===== src/rtl/code_decoder_seq_pkg.sv =====
// rtl/code_decoder_seq_pkg.sv - shared types, constants and decode helper for code_decoder_seq
// Purpose: state encoding, code/line widths shared with the 7-input priority
// encoder, and the code-to-one-hot decode function.
package code_decoder_seq_pkg;

  localparam int CODE_W = 3;
  localparam int LINES  = 7;

  typedef enum logic [1:0] {
    IDLE = 2'd0,
    HOLD = 2'd1,
    GAP  = 2'd2
  } state_t;

  // Code k in 1..7 selects line k-1; code 0 selects no line.
  function automatic logic [LINES-1:0] decode_code(input logic [CODE_W-1:0] code);
    logic [LINES-1:0] lines;
    lines = '0;
    for (int i = 0; i < LINES; i++) begin
      if (code == CODE_W'(i + 1)) lines[i] = 1'b1;
    end
    return lines;
  endfunction

endpackage


===== src/rtl/code_decoder_seq_hold_timer.sv =====
// rtl/code_decoder_seq_hold_timer.sv - loadable down-counter timing the HOLD and GAP phases
// Purpose: CNT_W-bit down-counter; load has priority over decrement, and the
// count saturates at zero.
// Ports:
//   clk      in   clock
//   rst      in   synchronous active-high reset (count <= 0)
//   load     in   load load_val this cycle
//   load_val in   CNT_W value to load
//   dec      in   decrement this cycle (ignored when count is zero)
//   zero     out  count == 0
module hold_timer #(
  parameter int CNT_W = 8
) (
  input  logic             clk,
  input  logic             rst,
  input  logic             load,
  input  logic [CNT_W-1:0] load_val,
  input  logic             dec,
  output logic             zero
);

  logic [CNT_W-1:0] count;

  always_ff @(posedge clk) begin
    if (rst) begin
      count <= '0;
    end else if (load) begin
      count <= load_val;
    end else if (dec && (count != '0)) begin
      count <= count - 1'b1;
    end
  end

  assign zero = (count == '0);

endmodule


===== src/rtl/code_decoder_seq.sv =====
// rtl/code_decoder_seq.sv - sequential 3-to-7 decoder with programmable hold and gap
// Purpose: accepts a 3-bit code over valid/ready, drives one-hot a_out[code-1]
// for HOLD_CYCLES cycles, then forces all-zero for GAP_CYCLES cycles.
// Ports:
//   clk         in   clock
//   rst         in   synchronous active-high reset
//   code_in     in   code to decode (0 = no line)
//   code_valid  in   code_in valid
//   code_ready  out  block can accept a code (IDLE and not in reset)
//   enable      in   active-high output disable; masks a_out to zero
//   a_out       out  one-hot decoded lines
//   busy        out  1 in HOLD or GAP
//   last_code   out  most recently accepted code
module code_decoder_seq
  import code_decoder_seq_pkg::*;
#(
  parameter int HOLD_CYCLES = 4,
  parameter int GAP_CYCLES  = 1,
  parameter int CNT_W       = 8
) (
  input  logic              clk,
  input  logic              rst,
  input  logic [CODE_W-1:0] code_in,
  input  logic              code_valid,
  output logic              code_ready,
  input  logic              enable,
  output logic [LINES-1:0]  a_out,
  output logic              busy,
  output logic [CODE_W-1:0] last_code
);

  if (HOLD_CYCLES < 1 || HOLD_CYCLES > (2**CNT_W) - 1 ||
      GAP_CYCLES < 0 || GAP_CYCLES > (2**CNT_W) - 1) begin : g_param_error
    $error("code_decoder_seq: HOLD_CYCLES/GAP_CYCLES out of range for CNT_W");
  end

  // Counter reloads are one less than the phase length since the zero cycle counts.
  localparam logic [CNT_W-1:0] HOLD_LOAD = CNT_W'(HOLD_CYCLES - 1);
  localparam logic [CNT_W-1:0] GAP_LOAD  = CNT_W'(GAP_CYCLES - 1);

  state_t             state, next_state;
  logic [LINES-1:0]   a_reg, a_next;
  logic               accept;
  logic               load, dec, zero;
  logic [CNT_W-1:0]   load_val;

  hold_timer #(.CNT_W(CNT_W)) u_timer (
    .clk      (clk),
    .rst      (rst),
    .load     (load),
    .load_val (load_val),
    .dec      (dec),
    .zero     (zero)
  );

  assign code_ready = (state == IDLE) && !rst;
  assign accept     = code_valid && code_ready;
  assign busy       = (state != IDLE);
  assign a_out      = a_reg & {LINES{~enable}};

  always_ff @(posedge clk) begin
    if (rst) begin
      state     <= IDLE;
      a_reg     <= '0;
      last_code <= '0;
    end else begin
      state <= next_state;
      a_reg <= a_next;
      if (accept) last_code <= code_in;
    end
  end

  always_comb begin
    next_state = state;
    a_next     = a_reg;
    load       = 1'b0;
    load_val   = '0;
    dec        = 1'b0;
    case (state)
      IDLE: begin
        a_next = '0;
        if (accept && (code_in != '0)) begin
          a_next     = decode_code(code_in);
          load       = 1'b1;
          load_val   = HOLD_LOAD;
          next_state = HOLD;
        end
      end
      HOLD: begin
        if (zero) begin
          a_next = '0;
          if (GAP_CYCLES > 0) begin
            load       = 1'b1;
            load_val   = GAP_LOAD;
            next_state = GAP;
          end else begin
            next_state = IDLE;
          end
        end else begin
          dec = 1'b1;
        end
      end
      GAP: begin
        a_next = '0;
        if (zero) next_state = IDLE;
        else      dec = 1'b1;
      end
      default: begin
        a_next     = '0;
        next_state = IDLE;
      end
    endcase
  end

  a_onehot: assert property (@(posedge clk) disable iff (rst) $onehot0(a_reg));

endmodule


===== config.mk =====
export PLATFORM = sky130hd
export DESIGN_NAME = code_decoder_seq
export DESIGN_NICKNAME = d
export VERILOG_FILES = /design/src/rtl/code_decoder_seq_pkg.sv /design/src/rtl/code_decoder_seq_hold_timer.sv /design/src/rtl/code_decoder_seq.sv
export SDC_FILE = /design/constraint.sdc
export NUM_CORES = 1
export LEC_CHECK = 0
export CORE_UTILIZATION = 50
export CTS_BUF_LIST = sky130_fd_sc_hd__clkbuf_8
export DETAILED_ROUTE_END_ITERATION = 16
export PLACE_DENSITY = 0.81
export SYNTH_ARGS = -nofsm -noshare
export SYNTH_HDL_FRONTEND = slang
export SYNTH_HIERARCHICAL = 1
export SYNTH_SLANG_ARGS = --single-unit

===== constraint.sdc =====
create_clock -name clk -period 2.5 [get_ports clk]
set_input_delay 0.375 -clock clk [delete_from_list [all_inputs] [get_ports clk]]
set_output_delay 0.375 -clock clk [all_outputs]
set_load 0.005 [all_outputs]

; After elaboration in Yosys (flattened, before gate mapping)
; Cells that the tools add are included.
; W data, S select, Z words.
[word_totals]
reg_bits = 20
latch_bits = 0
ramBits = 0
romBits = 0
output_inout_bits = 12
wordCells = 55
n_memories = 0
[classes]
n_addsub = 1
mul = 0
div = 0
n_lt_le_gt_ge = 0
n_eq_ne = 12
shifts = 0
muxes = 23
n_bitwise = 2
reduce_logical = 13
[op_table]
columns = op, n
row1 = $mux W8, 2
row2 = $mux W7, 2
row3 = $pmux W7 S2, 1
row4 = $eq A3 B3 Y1 const B, 4
row5 = $mux W1, 11
row6 = $mux W2, 5
row7 = $logic_not A8 Y1, 1
row8 = $reduce_bool A8 Y1, 1
row9 = $sub A8 B1 Y8 const B, 1
row10 = $and A7 B7 Y7, 1
row11 = $eq A3 B2 Y1 const B, 2
row12 = $ne A2 B1 Y1 const B, 3
row13 = $pmux W2 S3, 1
row14 = $logic_and A1 B1 Y1, 4
row15 = $reduce_bool A2 Y1, 2
row16 = $eq A3 B1 Y1 const B, 1
row17 = $reduce_and A3 Y1, 1
row18 = $reduce_bool A3 Y1, 1
row19 = $eq A2 B1 Y1 const B, 1
row20 = $eq A2 B2 Y1 const B, 1
row21 = $logic_not A2 Y1, 1
row22 = $pmux W1 S2, 1
row23 = $reduce_or A2 Y1, 1
row24 = $logic_not A1 Y1, 1
row25 = $not A1 Y1, 1

; Longest topological paths before layout
; Gate-level depths: netlist of the first run.
[logic_depth]
depth_word = 7
depth_mapped = 9
depth_no_buf = 9

; By module
; The synthesis of the first run kept the hierarchy.
[by_module_without_submodules]
columns = mod, n_inst, cells_each, area_per_inst_um2
row1 = code_decoder_seq, 1, 78, 701.9
row2 = hold_timer, 1, 59, 515.5

; Worst setup path before layout of the first run
; OpenSTA, ideal clock, no wires.
[synth_timing]
path_kind = register to register
start = register u_timer.count[2]
end = register u_timer.count[1]
setup_time_ps = 134
arrival_time_ps = 2297
setup_slack_ps = 69
path_stages_with_launch = 8
path_buffers = 1
synth_period_minus_slack_ps = 2431
cell_sequence = dfxtp_1 -> or4_4 -> nor4_1 -> a21o_1 -> clkbuf_1 -> clkinv_1 -> nand4b_1 -> o211ai_1
[synth_between]
elab_cells_between_ends = 9
classes_between = mux (5) / reduce/logical (4)
[synth_lines]
columns = element, line
row1 = from (decl), code_decoder_seq_hold_timer.sv:22  ; logic [CNT_W-1:0] count;
row2 = from (signal assigned), code_decoder_seq_hold_timer.sv:28  ; count <= load_val;
row3 = from (signal assigned), code_decoder_seq_hold_timer.sv:30  ; count <= count - 1'b1;
row4 = $logic_not A8 Y1 *, code_decoder_seq_hold_timer.sv:34  ; assign zero = (count == '0);
row5 = via zero, code_decoder_seq.sv:44  ; logic load, dec, zero;
row6 = $mux W1 *, code_decoder_seq.sv:90  ; if (zero) begin
row7 = $pmux W1 S2 *, code_decoder_seq.sv:79  ; case (state)
row8 = via load, code_decoder_seq.sv:44
row9 = $mux W8 or $reduce_bool A2 Y1 (tied branches), n/a
; Mark *: on every way through the listed nets, which the timed path passes. The rest lies on a longest branch.
; A chain may end at the register's enable or synchronous reset.

; Worst setup path after layout of the first run
[layout_timing]
start = register u_timer.count[3]
end = register u_timer.count[1]
; Same word-level chain as after synthesis.

==> results of run 1 <==
-- tightest hold or removal path, cell delays in order (launching register included) --
cell and delay (ps):
dfxtp_1 310, nand2_1 50, a21oi_1 50
-- power by group through the flow --
stage	registers, mW	logic (mW)	clock network, mW
after global placement	0.481	0.913	0
after detailed placement	0.485	0.944	0
after floorplan	0.472	0.702	0
final	0.479	0.989	0.247
after CTS	0.477	0.966	0.254
after global routing	0.491	1.09	0.262
-- area by class of cell --
type / count / area [um^2]
clock buffers: 4 / 55.1
fillers: 195 / 731
inverters: 8 / 30.0
multi-input cells: 109 / 778
flip-flops and latches: 20 / 400
well taps: 28 / 35.0
repair buffers: 24 / 225
-- path summary, 6_finish.rpt --
kind,startpoint,endpoint,slack (ps),depth (start not counted)
hold / removal,last_code[0],last_code[0],460,2
setup / recovery,u_timer/count[3],u_timer/count[1],30,7
setup reg to reg,u_timer/count[3],u_timer/count[1],30,7
hold reg to reg,last_code[0],last_code[0],460,2
-- metal layers --
layer | vias up | wire (um) | global-route usage, %
li1 | 547 | - | -
met1 | 522 | 1150 | 26.8
met2 | 16 | 1310 | 41.9
met3 | 10 | 81 | 4.17
met4 | 0 | 87 | 13.5
met5 | - | 0 | 0
-- cells in the final DEF, fill, tap and decap left out, drive strengths merged, types with 2 or more instances in the layout --
cell type	synthesis	routed
a211oi	2	2
a21oi	11	11
a22o	2	2
a311oi	2	2
a32o	2	2
and4b	2	2
buf	3	6
clkbuf	2	4
clkdlybuf4s50	0	18
conb	1	6
dfxtp	20	20
ha	7	7
inv	7	7
mux2i	3	3
nand2	9	9
nand2b	5	5
nand3	3	3
nand4	3	3
nor2	9	9
nor2b	13	13
nor3b	3	3
o21ai	3	3
or3	2	2
or4	5	5
xnor2	3	3
-- cells by family after synthesis --
family                     Yosys count
AOI/OAI and AO/OA                   29
xor gates and xnor gates             3
adders and majority gates            7
buffers and inverters               13
DFF                                 20
muxes                                3
other                                1
and+or+nand+nor                     61
-- through the flow --
| stage | cell area [um^2] | hold WS [ps] | utilization (%) | std cells |
|---|---|---|---|---|
| 3_3_place_gp | 1470 | 444 | 65.0 | 189 |
| 2_1_floorplan | 1240 | 427 | - | 142 |
| 4_1_cts | 1520 | 464 | 67.5 | 193 |
| 5_1_grt | 1520 | 476 | 67.6 | 193 |
| 3_5_place_dp | 1470 | 449 | 65.0 | 189 |
| 6_report | 1520 | 456 | 67.6 | 193 |
==> flow_summary.ini, run 1 <==
[cells_and_area]
antenna_cells = 0
largest_register_ff_count = 8
nNetsFinal = 180
drive_gt1_share_pct = 13.9
area_growth_pct = 25.2

[logic_synthesis]
synth_area_leader_cell = dfxtp_1
synthTopCellsByArea = dfxtp_1 (33%), ha_1 (7.2%), nor2b_1 (6.7%)
seq_area_frac_synth_pct = 32.9
ys_types = 45
synth_warnings = 6
syn_inst = 137
synth_compound_area_share_pct = 19.2
synthAdderAreaFrac_pct = 7.19
async_reset_ff_share_pct = 0
synthesis.area_um2 = 1220
synth_top_area_share_pct = 32.9
ys_top_cells_by_count = dfxtp_1 (20), nor2b_1 (13), a21oi_1 (11)
synth-edff-count = 0
ys.flop_type = dfxtp_1
synth.area.mux_share_pct = 2.47
syn_area_per_cell_um2 = 8.89
synth_seq_cells = 20
synthMostInstantiatedCell = dfxtp_1
synth_top_family_by_area = simple AND/OR/NAND/NOR gates
synthXorXnorAreaFrac_pct = 2.16
synth-simple-area-share_pct = 30.8

[setup_path]
cp.required_ps = 2640
critPathSlowestCell = or4_4
critPathTopFamily = simple AND/OR/NAND/NOR gates
cp_cell_sequence = or4_4 -> nor4_1 -> buf_4 -> a21o_1 -> clkinv_1 -> nand4b_1 -> o211ai_1
startpoint_type = flop
path_buf_inv = 2
cp-end-kind = flop
path_max_fanout = 9
slowest_delay_ps = 570
criticalPathCategory = reg2reg
arrival_ps = 2610

[sta]
rsz0062_at_grt = false
finalCritPeriodShare_pct = 98.7
fin_skew_ps = 3.19
hold_viol = 0
finalSetupTns_ps = 0
setup_viol_count_final = 0
drv_slew = 0
max_freq_ghz = 0.405
worst_slack_ps = 32.7
final.min_clock_period_ps = 2470
worstMarginPinSlew_ps = 590
max-slew-margin-rel_pct = 60.6

[clock_network]
insertion_delay_ps = 260
ctsHoldBuffers = 0
cts_tree = done
htree_levels = 1
postCtsSetupBuffers = 0
clock_sinks = 20
cts.clk_slew.worst_paths_ps = 70
cts_root_buf = clkbuf_8
cts_buffer_depth = 2
cts_made_buffers = 3
post_cts_resized = 0

[grt]
grt_overflow = 0
grt_max_degree = 25
grt_first_pass_wirelength_um = 4600
grt_util_all_layers_pct = 23.8
antenna_found_initial = 0
grt_pass1_vias = 1076

[power_and_ir_drop]
p_leak_nw = 0.583
clkPwrFrac_pct = 14.4
power_mw = 1.71
p_int_mw = 1.00
combPwrFrac_pct = 57.7
sw_frac_of_total_pct = 41.6
p_seq_share_pct = 27.9
power.switching_uw = 713
vdd_ir_drop_max_uv = 787
powerDensity_nw_per_um2 = 1130

[die]
initial_core_util_pct = 54.0
die_height_um = 51.3
rows = 17
fp.coreArea_um2 = 2250
dieArea_um2 = 2640
dieWidth_um = 51.3
pin_count = 19

[drt]
via_per_inst = 5.67
dr.pass1.iters = 4
drtIter0Drc = 8
routed-via-count = 1095
remaining_drc_errors = 0
wl_per_cell_um = 13.6
ant_nets = 0
wirelength_um = 2630

[place]
routabilityCongestion = 0.853
io_buffer_count = 18
dp_hpwl_um = 1910
dp_slack_ps = 157

[status]
outcome = complete, no violations

[hold_path]
hold_path_class = reg2reg

[run]
maxCapViolCount = 0
Power figures use the tool's default switching activity.
==> inputs of run 2 (changes only) <==
==> constraint.sdc (replaced) <==
create_clock -name clk -period 2.5 [get_ports clk]
set_input_delay 0.625 -clock clk [delete_from_list [all_inputs] [get_ports clk]]
set_output_delay 0.625 -clock clk [all_outputs]
set_load 0.005 [all_outputs]
==> run 2 against run 1 <==
  * Sequential cell count unchanged
  * Combinational power down 0.8%
  * Sequential share of layout area down 0.45 points
  * Fmax up 2.5%
  * Setup slack better by 60 ps
  * Die area unchanged
  * Critical path type is now in2out
  * Critical endpoint is now code_ready
  * Largest power group unchanged
==> flow_summary.ini, run 2 (synthesis results as in run 1) <==
[status]
outcome = complete, no violations

[place]
io_buffer_count = 18
placed_area_um2 = 1500
dp_cells = 193
dp_hpwl_um = 1940
routabilityCongestion = 0.815

[drt]
ant_nets = 0
dr.pass1.iters = 4
remaining_drc_errors = 0
routed-via-count = 1095
wirelength_um = 2510
wl_per_cell_um = 12.8
drtIter0Drc = 16
via_per_inst = 5.59

[grt]
grt_first_pass_wirelength_um = 4510
grt_pass1_vias = 1066
grt_overflow = 0
antenna_found_initial = 0
grt_util_all_layers_pct = 23.0
grt_max_degree = 24

[power_and_ir_drop]
powerDensity_nw_per_um2 = 1080
power_mw = 1.68
power.switching_uw = 683
p_leak_nw = 0.606
combPwrFrac_pct = 58.5
sw_frac_of_total_pct = 40.7
p_seq_share_pct = 28.8
vdd_ir_drop_max_uv = 650
p_int_uw = 994
clkPwrFrac_pct = 12.7

[sta]
hold_viol = 0
max_freq_ghz = 0.415
fin_skew_ps = 1.74
final.min_clock_period_ps = 2410
setup_viol_count_final = 0
rsz0062_at_grt = false
finalSetupTns_ps = 0
drv_slew = 0
finalCritPeriodShare_pct = 96.3

[cells_and_area]
drive_gt1_share_pct = 16.1
design_area_um2 = 1550
antenna_cells = 0
area_growth_pct = 27.3
largest_register_ff_count = 8
final_core_utilization_pct = 68.8
nNetsFinal = 184
fin_cells = 196
most-common-layout-cells = dfxtp_1 (20), clkdlybuf4s50_1 (17), nor2b_1 (12)
fillers = 199
final_common_cell = dfxtp_1

[clock_network]
postCtsSetupBuffers = 0
ctsHoldBuffers = 0
insertion_delay_ps = 260
cts.clk_slew.worst_paths_ps = 70
cts_tree = done
cts_made_buffers = 3
cts_root_buf = clkbuf_8
clock_sinks = 20
htree_levels = 1
cts_buffer_depth = 2

[die]
fp.coreArea_um2 = 2250
dieWidth_um = 51.3
initial_core_util_pct = 54.0
pin_count = 19
dieArea_um2 = 2640
die_height_um = 51.3
rows = 17

[setup_path]
criticalPathCategory = in2out
arrival_ps = 1780
cp.required_ps = 1880
r2r_setup_slack_ps = 220
path_max_fanout = 3
cp-end-kind = primary output
startpoint_type = input port

[run]
maxCapViolCount = 0

[hold_path]
hold_path_class = reg2reg
## run 2: changes by cell type in the layout (fill, tap and decap cells not counted)
cell	change
nor2b_4	+1
buf_4	+4
nor2b_2	-1
dlymetal6s2s_1	+1
ha_2	+1
ha_1	-1
clkdlybuf4s50_1	-1
clkbuf_8	-1
## run 2: final cells by class
class / count / area (um^2) / share of cell area (%)
multi-input cells: 109 / 786 / 50.7
flip-flops and latches: 20 / 400 / 25.8
repair buffers: 28 / 258 / 16.6
clock buffers: 3 / 41.3 / 2.66
well taps: 28 / 35.0 / 2.26
inverters: 8 / 30.0 / 1.94
## run 2: what timing repair did
action / 4_1_cts / 5_1_grt
pin swaps: 0 / 0
gates resized for setup: 1 / 3
hold endpoints to repair: 0 / 0
setup endpoints to repair: 1 / 6
## run 2: path summary, 6_finish.rpt
path / cells past startpoint / from / end
max: 3 / rst / code_ready
min: 2 / a_reg[3] / a_reg[3]
max reg2reg: 8 / u_timer/count[2] / u_timer/count[1]
min reg2reg: 2 / a_reg[3] / a_reg[3]
## run 2: power by group through the flow
stage	clock, mW	combinational (mW)	sequential (mW)
4_1_cts	0.222	0.963	0.484
3_3_place_gp	0	0.918	0.486
5_1_grt	0.230	1.09	0.499
3_5_place_dp	0	0.946	0.491
2_1_floorplan	0	0.702	0.472
6_report	0.212	0.981	0.484
## run 2: per-stage QoR
| stage | hold WS, ps | worst slack (ps) |
|---|---|---|
| after CTS | 453 | 2.47 |
| after floorplan | 427 | 69.0 |
| after global placement | 445 | 57.3 |
| final | 453 | 92.8 |
| after global routing | 481 | 8.31 |
| after detailed placement | 442 | -40.1 |
## run 2: layer usage
layer	vias to the layer above	part of all wire, %	track usage (%)
li1	552	-	-
met4	0	1.8	13.5
met3	5	2.5	4.17
met1	518	47	29.1
met5	-	0	0
met2	20	49	36.2
## run 2: critical path, cell delays in order
cell,delay (ps)
clkdlybuf4s50_1,450
nor2b_1,180
clkdlybuf4s50_1,530
==> inputs of run 3 (changes only) <==
SETUP_SLACK_MARGIN = 0.4   (was unset)
==> run 3 against run 2 <==
  * Sequential share of layout area shrank 2.0 points
  * Non-clock buffer count increased by 10
  * Routed wire length increased by 35%
  * Critical path depth increased by 7
  * First-iteration DRC count up 120%
  * Via count rose by 10%
  * Setup slack better by 340 ps
  * Final cell count grew 5.1%
  * Sequential power increased by 7.0%
  * Count of clock-buffer cells in the layout stayed put
  * Die area stayed put
==> flow_summary.ini, run 3 (synthesis results as in run 1) <==
[setup_path]
criticalPathCategory = reg2reg
cp.required_ps = 2680
startpoint_type = flop
arrival_ps = 2250
cp-end-kind = flop
path_max_fanout = 5

[grt]
grt_overflow = 0
antenna_found_initial = 0
grt_first_pass_wirelength_um = 5100
grt_util_all_layers_pct = 25.7
grt_pass1_vias = 1134
grt_max_degree = 23

[power_and_ir_drop]
sw_frac_of_total_pct = 42.6
p_seq_share_pct = 24.2
p_int_mw = 1.23
power.switching_uw = 911
clkPwrFrac_pct = 10.0
vdd_ir_drop_max_uv = 884
p_leak_nw = 0.717
powerDensity_nw_per_um2 = 1250
combPwrFrac_pct = 65.8

[sta]
hold_viol = 0
fin_skew_ps = 6.03
final.min_clock_period_ps = 2070
whs_ps = 455
finalCritPeriodShare_pct = 82.8
worst_slack_ps = 431
drv_slew = 0
finalSetupTns_ps = 0
rsz0062_at_grt = true
setup_viol_count_final = 0
max_freq_ghz = 0.483

[clock_network]
insertion_delay_ps = 260
clock_sinks = 20
cts.clk_slew.worst_paths_ps = 80
cts_tree = done
htree_levels = 1
cts_buffer_depth = 2
cts_made_buffers = 3
cts_root_buf = clkbuf_8

[run]
maxCapViolCount = 0

[cells_and_area]
final_common_cell = buf_4
final_core_utilization_pct = 76.0
largest_register_ff_count = 8
area_growth_pct = 40.8
antenna_cells = 0
nNetsFinal = 194
fillers = 168
fin_cells = 206
most-common-layout-cells = buf_4 (19), dfxtp_1 (16), nor2b_1 (10), a21oi_1 (10)
drive_gt1_share_pct = 32.0

[drt]
via_per_inst = 5.84
routed-via-count = 1204
dr.pass1.iters = 4
wl_per_cell_um = 16.4
drtIter0Drc = 35
wirelength_um = 3370
remaining_drc_errors = 0
ant_nets = 0

[die]
die_height_um = 51.3
pin_count = 19
fp.coreArea_um2 = 2250
rows = 17
dieWidth_um = 51.3
dieArea_um2 = 2640
initial_core_util_pct = 54.0

[status]
outcome = complete, no violations

[place]
routabilityCongestion = 0.832
dp_slack_ps = 18.2
io_buffer_count = 18
dp_hpwl_um = 2030
dp_cells = 191

[hold_path]
hold_path_class = reg2reg
==> run 3: cell types whose count changed in the layout (fill, tap and decap cells not counted), moves of 2 or more <==
| cell | before | now |
|---|---|---|
| nor2b_1 | 12 | 10 |
| a311oi_1 | 2 | 0 |
| inv_2 | 0 | 4 |
| clkdlybuf4s50_1 | 17 | 7 |
| dfxtp_1 | 20 | 16 |
| dlygate4sd2_1 | 0 | 8 |
| buf_4 | 10 | 19 |
| inv_1 | 7 | 2 |
| a311oi_2 | 0 | 2 |
| dfxtp_2 | 0 | 3 |
==> run 3: final cells by class <==
type                            count  area (um^2)  area share [%]
Multi-Input combinational cell    109          868            50.7
Inverter                            8         37.5            2.19
Tap cell                           28         35.0            2.04
Clock buffer                        3         41.3            2.41
Timing Repair Buffer               38          324            18.9
Sequential cell                    20          408            23.8
==> run 3: final timing paths <==
path | from | to | slack [ps] | cells after the start
max | u_timer/count[1] | u_timer/count[1] | 430 | 10
min | a_reg[3] | a_reg[3] | 460 | 2
max reg2reg | u_timer/count[1] | u_timer/count[1] | 430 | 10
min reg2reg | a_reg[3] | a_reg[3] | 460 | 2
==> run 3: worst max-delay path, stage by stage (launching register included) <==
cell	delay [ps]
dfxtp_2	380
inv_2	70
ha_4	160
inv_2	70
nor4_4	50
buf_4	170
nor2b_4	160
o41ai_4	100
buf_4	170
or4_2	530
o211ai_1	120
==> run 3: timing repair <==
item / 4_1_cts / 5_1_grt
endpoints found under the setup margin: 17 / 13
hold buffers: 0 / 0
resized for setup: 31 / 12
pin swaps: 2 / 5
buffers inserted: 7 / 5
==> run 3: power groups by stage <==
stage | Combinational (mW) | Clock (mW) | Sequential [mW]
after floorplan | 0.749 | 0 | 0.479
after global placement | 0.932 | 0 | 0.493
after detailed placement | 0.973 | 0 | 0.500
after CTS | 1.17 | 0.208 | 0.500
after global routing | 1.51 | 0.228 | 0.523
final | 1.41 | 0.214 | 0.518
==> run 3: routing by layer <==
metal / vias up / GRT usage, % / part of all wire, %
met5: - / 0 / 0
met4: 0 / 7.66 / 4.2
met3: 17 / 2.98 / 5.3
met2: 60 / 50.0 / 51
met1: 552 / 28.6 / 39
li1: 575 / - / -
==> run 3: per-stage QoR <==
step / total power, mW / cell area (um^2)
floorplan: 1.23 / 1260
global placement: 1.43 / 1500
detailed placement: 1.47 / 1500
global route: 2.26 / 1710
CTS: 1.88 / 1640
finish: 2.14 / 1710
